===== config.mk =====
export PLATFORM = sky130hd
export DESIGN_NAME = alu_op_sequencer
export DESIGN_NICKNAME = d
export VERILOG_FILES = /design/src/rtl/alu_pkg.sv /design/src/rtl/alu_op_decoder.sv /design/src/rtl/alu_op_sequencer.sv
export SDC_FILE = /design/constraint.sdc
export NUM_CORES = 1
export LEC_CHECK = 0
export ABC_AREA = 1
export CAP_MARGIN = 10
export CORE_MARGIN = 5
export CORE_UTILIZATION = 42
export CTS_BUF_LIST = sky130_fd_sc_hd__clkbuf_2
export DETAILED_ROUTE_END_ITERATION = 8
export PLACE_DENSITY_LB_ADDON = 0.25
export SYNTH_ARGS = -nofsm -noshare
export SYNTH_HDL_FRONTEND = slang
export SYNTH_SLANG_ARGS = --single-unit

===== constraint.sdc =====
create_clock -name clk -period 1.25 [get_ports clk]
set_input_delay 0.125 -clock clk [delete_from_list [all_inputs] [get_ports clk]]
set_output_delay 0.125 -clock clk [all_outputs]
set_load 0.02 [all_outputs]

===== src/rtl/alu_pkg.sv =====
// Shared encodings for the ALU operation sequencer: ALU op codes, decode
// aluop classes, branch funct3 codes and the sequencer FSM states.
package alu_pkg;

  localparam int OP_W = 4;

  // ALU operation select codes
  localparam logic [OP_W-1:0] OP_AND = 4'b0000;
  localparam logic [OP_W-1:0] OP_OR  = 4'b0001;
  localparam logic [OP_W-1:0] OP_ADD = 4'b0010;
  localparam logic [OP_W-1:0] OP_SUB = 4'b0110;
  localparam logic [OP_W-1:0] OP_SLT = 4'b0111;  // unsigned set-less-than
  localparam logic [OP_W-1:0] OP_NOR = 4'b1100;

  // Decode-stage aluop classes
  localparam logic [1:0] ALUOP_LDST   = 2'b00;
  localparam logic [1:0] ALUOP_BRANCH = 2'b01;
  localparam logic [1:0] ALUOP_RTYPE  = 2'b10;
  localparam logic [1:0] ALUOP_ITYPE  = 2'b11;

  // R/I-type funct3 codes
  localparam logic [2:0] F3_ADD   = 3'b000;
  localparam logic [2:0] F3_SLT_S = 3'b010;
  localparam logic [2:0] F3_SLT_U = 3'b011;
  localparam logic [2:0] F3_OR    = 3'b110;
  localparam logic [2:0] F3_AND   = 3'b111;

  // Branch funct3 codes
  localparam logic [2:0] F3_BEQ  = 3'b000;
  localparam logic [2:0] F3_BNE  = 3'b001;
  localparam logic [2:0] F3_BLT  = 3'b100;
  localparam logic [2:0] F3_BGE  = 3'b101;
  localparam logic [2:0] F3_BLTU = 3'b110;
  localparam logic [2:0] F3_BGEU = 3'b111;

  // Sequencer FSM states
  typedef enum logic [1:0] {
    ST_IDLE = 2'd0,
    ST_EXEC = 2'd1,
    ST_RESP = 2'd2
  } state_e;

endpackage


===== src/rtl/alu_op_decoder.sv =====
// Combinational translation of aluop/funct3/funct7_5 into an ALU op code,
// plus flags telling the sequencer how to post-process the ALU result.
module alu_op_decoder
  import alu_pkg::*;
(
  input  logic [1:0]      aluop_i,
  input  logic [2:0]      funct3_i,
  input  logic            funct7_5_i,
  output logic [OP_W-1:0] op_o,
  output logic            is_branch_o,
  output logic            slt_signed_o,
  output logic            illegal_o
);

  // Map each encoding to an op; unsupported encodings fall back to AND
  always_comb begin
    op_o         = OP_AND;
    is_branch_o  = 1'b0;
    slt_signed_o = 1'b0;
    illegal_o    = 1'b0;
    case (aluop_i)
      ALUOP_LDST: op_o = OP_ADD;
      ALUOP_RTYPE, ALUOP_ITYPE: begin
        case (funct3_i)
          F3_ADD: begin
            // Only R-type uses bit 30 to select SUB; for I-type it is immediate data
            if ((aluop_i == ALUOP_RTYPE) && funct7_5_i) op_o = OP_SUB;
            else                                        op_o = OP_ADD;
          end
          F3_AND:   op_o = OP_AND;
          F3_OR:    op_o = OP_OR;
          F3_SLT_U: op_o = OP_SLT;
          F3_SLT_S: begin
            // Signed compare is derived from a SUB plus overflow correction
            op_o         = OP_SUB;
            slt_signed_o = 1'b1;
          end
          default:  illegal_o = 1'b1;
        endcase
      end
      default: begin  // ALUOP_BRANCH
        case (funct3_i)
          F3_BEQ, F3_BNE, F3_BLT, F3_BGE: begin
            op_o        = OP_SUB;
            is_branch_o = 1'b1;
          end
          F3_BLTU, F3_BGEU: begin
            op_o        = OP_SLT;
            is_branch_o = 1'b1;
          end
          default: illegal_o = 1'b1;
        endcase
      end
    endcase
  end

endmodule


===== src/rtl/alu_op_sequencer.sv =====
// Issue side of the ALU interface: accepts a decode request, drives the
// external combinational ALU from registers for one cycle, captures the
// result / branch decision and returns it on a response handshake.
//
// Handshakes: a request transfers on a rising edge where req_valid and
// req_ready are both 1; a response transfers on a rising edge where rsp_valid
// and rsp_ready are both 1. rsp_* are held stable while rsp_valid is 1 and
// rsp_ready is 0. req_ready is 1 only in IDLE.
module alu_op_sequencer
  import alu_pkg::*;
#(
  parameter int DATA_WIDTH = 32,
  parameter int OP_WIDTH   = OP_W
) (
  input  logic                  clk,
  input  logic                  rst_n,
  input  logic                  req_valid,
  output logic                  req_ready,
  input  logic [1:0]            req_aluop,
  input  logic [2:0]            req_funct3,
  input  logic                  req_funct7_5,
  input  logic [DATA_WIDTH-1:0] req_a,
  input  logic [DATA_WIDTH-1:0] req_b,
  output logic [OP_WIDTH-1:0]   alu_operation,
  output logic [DATA_WIDTH-1:0] alu_in_x,
  output logic [DATA_WIDTH-1:0] alu_in_y,
  input  logic [DATA_WIDTH-1:0] alu_out_s,
  input  logic                  alu_ng,
  output logic                  rsp_valid,
  input  logic                  rsp_ready,
  output logic [DATA_WIDTH-1:0] rsp_result,
  output logic                  rsp_taken,
  output logic                  rsp_illegal,
  output logic [1:0]            dbg_state
);

  localparam int MSB = DATA_WIDTH - 1;

  state_e state_q, state_d;

  logic [OP_W-1:0] dec_op;
  logic            dec_branch, dec_slt_signed, dec_illegal;

  logic [OP_WIDTH-1:0]   alu_operation_q;
  logic [DATA_WIDTH-1:0] alu_in_x_q, alu_in_y_q;
  logic [2:0]            funct3_q;
  logic                  branch_q, slt_signed_q, illegal_q;

  logic [DATA_WIDTH-1:0] rsp_result_q, rsp_result_d;
  logic                  rsp_taken_q, rsp_taken_d;
  logic                  rsp_illegal_q;

  logic accept, ovf, lt_s, zero;

  alu_op_decoder u_dec (
    .aluop_i      (req_aluop),
    .funct3_i     (req_funct3),
    .funct7_5_i   (req_funct7_5),
    .op_o         (dec_op),
    .is_branch_o  (dec_branch),
    .slt_signed_o (dec_slt_signed),
    .illegal_o    (dec_illegal)
  );

  assign accept = req_valid && (state_q == ST_IDLE);

  // State register
  always_ff @(posedge clk or negedge rst_n) begin
    if (!rst_n) state_q <= ST_IDLE;
    else        state_q <= state_d;
  end

  // Next-state: IDLE -> EXEC on request, EXEC -> RESP always, RESP -> IDLE on consume
  always_comb begin
    state_d = state_q;
    case (state_q)
      ST_IDLE: if (req_valid) state_d = ST_EXEC;
      ST_EXEC: state_d = ST_RESP;
      ST_RESP: if (rsp_ready) state_d = ST_IDLE;
      default: state_d = ST_IDLE;
    endcase
  end

  // Handshake outputs decoded from the current state
  always_comb begin
    req_ready = (state_q == ST_IDLE);
    rsp_valid = (state_q == ST_RESP);
    dbg_state = state_q;
  end

  // Signed less-than from the SUB result: sign bit corrected by overflow
  always_comb begin
    ovf  = (alu_in_x_q[MSB] != alu_in_y_q[MSB]) && (alu_out_s[MSB] != alu_in_x_q[MSB]);
    lt_s = alu_ng ^ ovf;
    zero = (alu_out_s == '0);
  end

  // Result and branch decision formed from the ALU output during EXEC
  always_comb begin
    rsp_result_d = alu_out_s;
    rsp_taken_d  = 1'b0;
    if (illegal_q) begin
      rsp_result_d = '0;
    end else if (slt_signed_q) begin
      rsp_result_d = {{(DATA_WIDTH-1){1'b0}}, lt_s};
    end
    if (branch_q && !illegal_q) begin
      case (funct3_q)
        F3_BEQ:  rsp_taken_d = zero;
        F3_BNE:  rsp_taken_d = !zero;
        F3_BLT:  rsp_taken_d = lt_s;
        F3_BGE:  rsp_taken_d = !lt_s;
        F3_BLTU: rsp_taken_d = alu_out_s[0];
        F3_BGEU: rsp_taken_d = !alu_out_s[0];
        default: rsp_taken_d = 1'b0;
      endcase
    end
  end

  // ALU drive registers: loaded on accept, otherwise hold last values
  always_ff @(posedge clk or negedge rst_n) begin
    if (!rst_n) begin
      alu_operation_q <= OP_AND;
      alu_in_x_q      <= '0;
      alu_in_y_q      <= '0;
      funct3_q        <= '0;
      branch_q        <= 1'b0;
      slt_signed_q    <= 1'b0;
      illegal_q       <= 1'b0;
    end else if (accept) begin
      alu_operation_q <= dec_op;
      alu_in_x_q      <= req_a;
      alu_in_y_q      <= req_b;
      funct3_q        <= req_funct3;
      branch_q        <= dec_branch;
      slt_signed_q    <= dec_slt_signed;
      illegal_q       <= dec_illegal;
    end
  end

  // Response registers: captured only in EXEC so they stay stable in RESP
  always_ff @(posedge clk or negedge rst_n) begin
    if (!rst_n) begin
      rsp_result_q  <= '0;
      rsp_taken_q   <= 1'b0;
      rsp_illegal_q <= 1'b0;
    end else if (state_q == ST_EXEC) begin
      rsp_result_q  <= rsp_result_d;
      rsp_taken_q   <= rsp_taken_d;
      rsp_illegal_q <= illegal_q;
    end
  end

  assign alu_operation = alu_operation_q;
  assign alu_in_x      = alu_in_x_q;
  assign alu_in_y      = alu_in_y_q;
  assign rsp_result    = rsp_result_q;
  assign rsp_taken     = rsp_taken_q;
  assign rsp_illegal   = rsp_illegal_q;

endmodule


After elaboration in Yosys (flattened, before gate mapping) --
Cells that the tools add are included.
Storage, ports and cells: logic and storage cells 70, input port bits 107, register bits after elaboration 110, output and inout bits 106
Operators by class: eq/ne operators 20, reductions and logical operators 20, muxes and demuxes 18, bitwise operators 1
Operators by type and width (count):
- 32-bit 2-to-1 mux | 2
- 32-bit logical NOT | 1
- 3-bit == test, second input constant | 8
- 4-bit case mux with 4 select lines | 1
- 4-bit case mux with 2 select lines | 1
- 1-bit 2-to-1 mux | 7
- 2-bit == test, second input constant | 3
- 3-bit by 1-bit == test with 1-bit output, second input constant | 2
- 3-bit by 2-bit == test with 1-bit output, second input constant | 2
- 3-bit logical NOT | 2
- 1-bit case mux with 6 select lines | 1
- 2-bit case mux with 3 select lines | 1
- 3-bit case mux with 2 select lines | 1
- 6-bit OR reduction | 1
- 5-bit OR reduction | 1
- 1-bit logical AND | 4
- 1-bit logical NOT | 4
- 2-bit logical NOT | 2
- 2-bit 2-to-1 mux | 2
- 2-bit OR reduction | 2
- 4-bit OR reduction | 1
- 3-bit 2-to-1 mux | 1
- 3-bit OR reduction | 1
- 2-bit by 1-bit == test with 1-bit output, second input constant | 1
- other kinds (6) | 7

Longest topological paths before layout --
depth after elaboration 6, gate-level depth with buffers 10, mapped depth without buffers 10

Modules after synthesis --
Synthesis repeated with hierarchy kept, for this count alone.
Second synthesis, totals: cells, all modules 500, area total of the unflattened synthesis 4541.9 um^2
By module, submodules not included:
- alu_op_sequencer | seq. area each 2752.6 um^2, area an instance 4420.5 um^2, cells each 471, times used 1
- alu_op_decoder | seq. area each 0.0 um^2, area an instance 121.4 um^2, cells each 29, times used 1

Worst setup path after synthesis --
No wires, ideal clock.
path type register to register, start register state_q[0], in the netlist dbg_state[0], end register alu_operation_q[2], in the netlist alu_operation[2], arrival 1.333 ns, library setup time 0.125 ns, cell stages (with the launch flop) 7, path buffers 2, required time 1.125 ns, period minus slack after synthesis 1.458 ns, path slack -0.208 ns, cells stage by stage dfrtp_1 -> nor2_2 -> nand2_1 -> buf_4 -> buf_4 -> nand2_1 -> nand3_1
On the way: word-level cells in the longest chain between the ends 2
Ends and longest elaborated chain:
- start: declaration | line alu_op_sequencer.sv:39 | state_e state_q, state_d;
- start signal: assignment | line alu_op_sequencer.sv:70 | else state_q <= state_d;
- 2-bit logical NOT
- via req_ready | line alu_op_sequencer.sv:18 | output logic req_ready,
- 1-bit logical AND | line alu_op_sequencer.sv:65 | assign accept = req_valid && (state_q == ST_IDLE);
- end signal: assignment | line alu_op_sequencer.sv:131 | alu_operation_q <= dec_op;
- end: declaration | line alu_op_sequencer.sv:44 | logic [OP_WIDTH-1:0] alu_operation_q;
The timed path passes the listed nets, and every way through them passes these cells. A chain may end at the register's enable or synchronous reset.

Worst setup path after layout --
start register state_q[1], in the netlist dbg_state[1], end register alu_in_x_q[17], in the netlist alu_in_x[17]
On the way: word-level cells in the longest chain between the ends 2
Ends and longest elaborated chain:
- 2-bit logical NOT | line alu_op_sequencer.sv:65
- 1-bit logical AND | line alu_op_sequencer.sv:65
- end signal: assignment | line alu_op_sequencer.sv:132 | alu_in_x_q <= req_a;
- end: declaration | line alu_op_sequencer.sv:45 | logic [DATA_WIDTH-1:0] alu_in_x_q, alu_in_y_q;
Every way passes these cells.

==> metrics.csv <==
stage;metric;value;unit
global_routing;gr usage total;25.89;%
drt;DRT Pass-1 Iters;5;
drt;Routed Antenna Nets;0;
sta;fmax;640.7;MHz
drt;# DRC;0;
clocking;H-tree lvl count;3;
worst_setup_path;critical path capture point type;register;
placement;Placer Congestion;0.8079;
worst_setup_path;CP Cell Sequence;buf_6 -> nor2_4 -> buf_4 -> nand2_8 -> inv_12 -> bufbuf_16 -> nand2_1 -> nand2_1;
die;I/O pin cnt;213;
worst_setup_path;cell mode on critical path;nand2_1;
power_and_ir_drop;PD cells;2361;nW/µm²
final_layout;commonest non-fill, non-tap cell in the layout;nand2_1;
worst_setup_path;critical path class;register to register;
global_routing;first-pass GRT wire length;26.11;mm
worst_setup_path;critical path arrival;2110;ps
drt;routed via count;4819;
synthesis;Yosys reg bits;109;
die;Die Width;112.9;µm
global_routing;antenna violations before repair;0;
final_layout;Area Overhead vs Synth;90.21;%
worst_setup_path;Worst Setup SP;dbg_state[1];
worst_setup_path;Bufs and invs on worst path;4;
power_and_ir_drop;maximum VDD drop;1632;µV
synthesis;Syn Std Cell Area;4448;µm²
sta;RSZ-0062 raised after global routing;yes;
synthesis;syn_area_per_cell;9.190;µm²
global_routing;largest net degree at the start of global routing;59;
final_layout;fraction of layout instances using a drive strength above 1;28.52;%
worst_setup_path;Worst R2R Start;dbg_state[1];
drt;WL final;17.23;mm
synthesis;register area share after synthesis;61.32;%
drt;Routed WL per cell;17.94;µm
power_and_ir_drop;Tot Pwr;19980;µW
sta;Setup Viol. Count Final;211;
placement;DPL Wire Length;9.843;mm
clocking;Inserted Clock Buffers;9;
die;area of the core;10320;µm²
clocking;CTS max path bufs;2;
clocking;CTS tree;built;
worst_setup_path;Slowest cell on crit path;dfrtp_2;
placement;DP Worst Slack;-264.5;ps
die;die area;12750;µm²
final_layout;ant diodes;0;
die;starting density of the core;43.09;%
worst_setup_path;Reg2Reg Depth;8;
final_layout;Layout Cells excl Fill;960;
die;Die Y;112.9;µm
global_routing;vias in the first global route;5134;
run;max cap viols;0;
final_layout;commonest cells after routing, fill and taps aside;228 x nand2_1, 109 x buf_6, 107 x dfrtp_1;
synthesis;synthesis warning total;0;
sta;Slew Limit Fails;0;
final_layout;fin nets;926;
worst_hold_path;Hold Path Cell Cnt;3;
sta;Final period util;124.9;%
sta;clk_skew;32.88;ps
clocking;clock transition at the registers of the reported paths;290;ps
worst_setup_path;Worst path depth;8;
synthesis;syn nets;591;
drt;DRT iter0 DRCs;328;
worst_setup_path;R2R setup slack;-310;ps
worst_setup_path;Crit Reg-Reg Endpoint;alu_in_x[17];
drt;DR vias/cell;5.020;
synthesis;Post-Synthesis Cells;484;
worst_setup_path;crit-path leading delay family;buffers and inverters;
outcome;status;complete, but fails checks;
sta;fin worst setup slack;-310.8;ps
worst_setup_path;Setup crit start kind;register;
sta;final hold violation count;0;
worst_setup_path;Worst Setup EP;alu_in_x[17];
die;FP Rows;37;
power_and_ir_drop;Leak;0.004259;µW
worst_setup_path;worst path required time;1800;ps
placement;placed cells;837;
global_routing;grt ovf;0;
outcome;failing checks;negative setup slack;
clocking;clock sink total;109;
clocking;CTS root buf;clkbuf_2;
worst_setup_path;delay of the slowest critical-path stage;490;ps
placement;port bufs;211;
worst_hold_path;Min-Delay Path Class;primary input to register;
worst_setup_path;largest fanout on the critical path;6;
clocking;clk_lat worst skew;590;ps
sta;fin crit period;1561;ps
synthesis;number of distinct library cells after synthesis;27;
repair_timing:
item                                    in CTS  in global routing
pin swaps                                    2                  3
endpoints found under the setup margin     193                212
buffers inserted                            32                 28
gates cloned                                10                  0
endpoints found under the hold margin      143                  0
hold buffers                                37                  0
gates resized for setup                    654                 18
worst min path at each step:
| stage | from | end | slack [ps] |
|---|---|---|---|
| floorplan | rst_n | alu_in_x[0] | -170 |
| finish | req_a[18] | alu_in_x[18] | 40 |
| global route | req_a[30] | alu_in_x[30] | 10 |
| CTS | req_a[29] | alu_in_x[29] | 1 |
| detailed placement | rst_n | alu_in_x[25] | 150 |
| global placement | rst_n | alu_in_x[25] | 150 |
through the flow:
| step | hold slack [ps] | TNS (ps) | area [µm²] | util [%] |
|---|---|---|---|---|
| 2_1_floorplan | -170.6 | -1538 | 4469 | - |
| 4_1_cts | 1.182 | -29490 | 8189 | 79.32 |
| 5_1_grt | 10.31 | -41430 | 8461 | 81.95 |
| 6_report | 38.00 | -26860 | 8461 | 81.95 |
| 3_5_place_dp | 148.1 | -3717 | 6907 | 66.90 |
| 3_3_place_gp | 147.9 | -3284 | 6907 | 66.90 |
synth_stat cells:
| library cell | n | area (µm²) |
|---|---|---|
| nand2_1 | 229 | 859.6 |
| dfrtp_1 | 109 | 2728 |
| nor2_1 | 31 | 116.4 |
| a32o_1 | 25 | 250.2 |
| inv_1 | 19 | 71.32 |
| o21ai_0 | 12 | 60.06 |
| nand3_1 | 11 | 55.05 |
| buf_4 | 10 | 75.07 |
| buf_2 | 8 | 40.04 |
| a21oi_1 | 5 | 25.02 |
| o21ai_1 | 4 | 20.02 |
| nand4_1 | 3 | 18.77 |
| buf_6 | 2 | 22.52 |
| clkbuf_1 | 2 | 7.510 |
| nor3_1 | 2 | 10.01 |
| a2111oi_0 | 1 | 8.760 |
| a31oi_1 | 1 | 6.260 |
| buf_1 | 1 | 3.750 |
| clkinv_1 | 1 | 3.750 |
| conb_1 | 1 | 3.750 |
| inv_2 | 1 | 3.750 |
| nand2_2 | 1 | 6.260 |
| nand2_4 | 1 | 11.26 |
| nand3b_1 | 1 | 7.510 |
| nor2_2 | 1 | 6.260 |
| nor2_8 | 1 | 20.02 |
| o211ai_1 | 1 | 7.510 |
cell families after synthesis:
logic type,Yosys count,synth area share [%]
AO/OA/AOI/OAI,49,8.495
buffers and inverters,44,5.119
flip-flops,109,61.32
other,1,0.08431
AND/OR/NAND/NOR,281,24.98
worst min-delay path: cells and delay by family:
kind | cells | cell delay (ps)
buffers and inverters | 1 | 390
and+or+nand+nor | 2 | 100
cell type report:
type | instances | area [µm²]
repair buffers | 346 | 3725
flip-flops and latches | 109 | 2730
fillers | 604 | 1863
multi-input cells | 331 | 1569
well taps | 136 | 170.2
clock inverters | 7 | 113.9
inverters | 21 | 91.34
clock buffers | 9 | 45.04
repair inverters | 1 | 16.27
power breakdown:
part | switching [µW] | total (µW) | internal (µW)
clock network | 1180 | 2030 | 850
logic | 5520 | 11700 | 6210
registers | 1190 | 6220 | 5030
metal layers:
layer	wire, µm	GRT usage (%)	up-vias	part of all wire (%)
met4	458	11.14	0	2.7
met1	6340	29.82	2329	37
met3	1622	8.770	34	9.4
met5	0	0	-	0
li1	-	-	2221	-
met2	8806	43.96	235	51
flip-flops by register name (all words and copies together) (netlist names):
name           count
branch_q           1
alu_operation      3
alu_in_x          32
slt_signed_q       1
rsp_result        32
illegal_q          1
alu_in_y          32
rsp_taken          1
rsp_illegal        1
dbg_state          2
funct3_q           3
(Power assumes the default switching activity.)
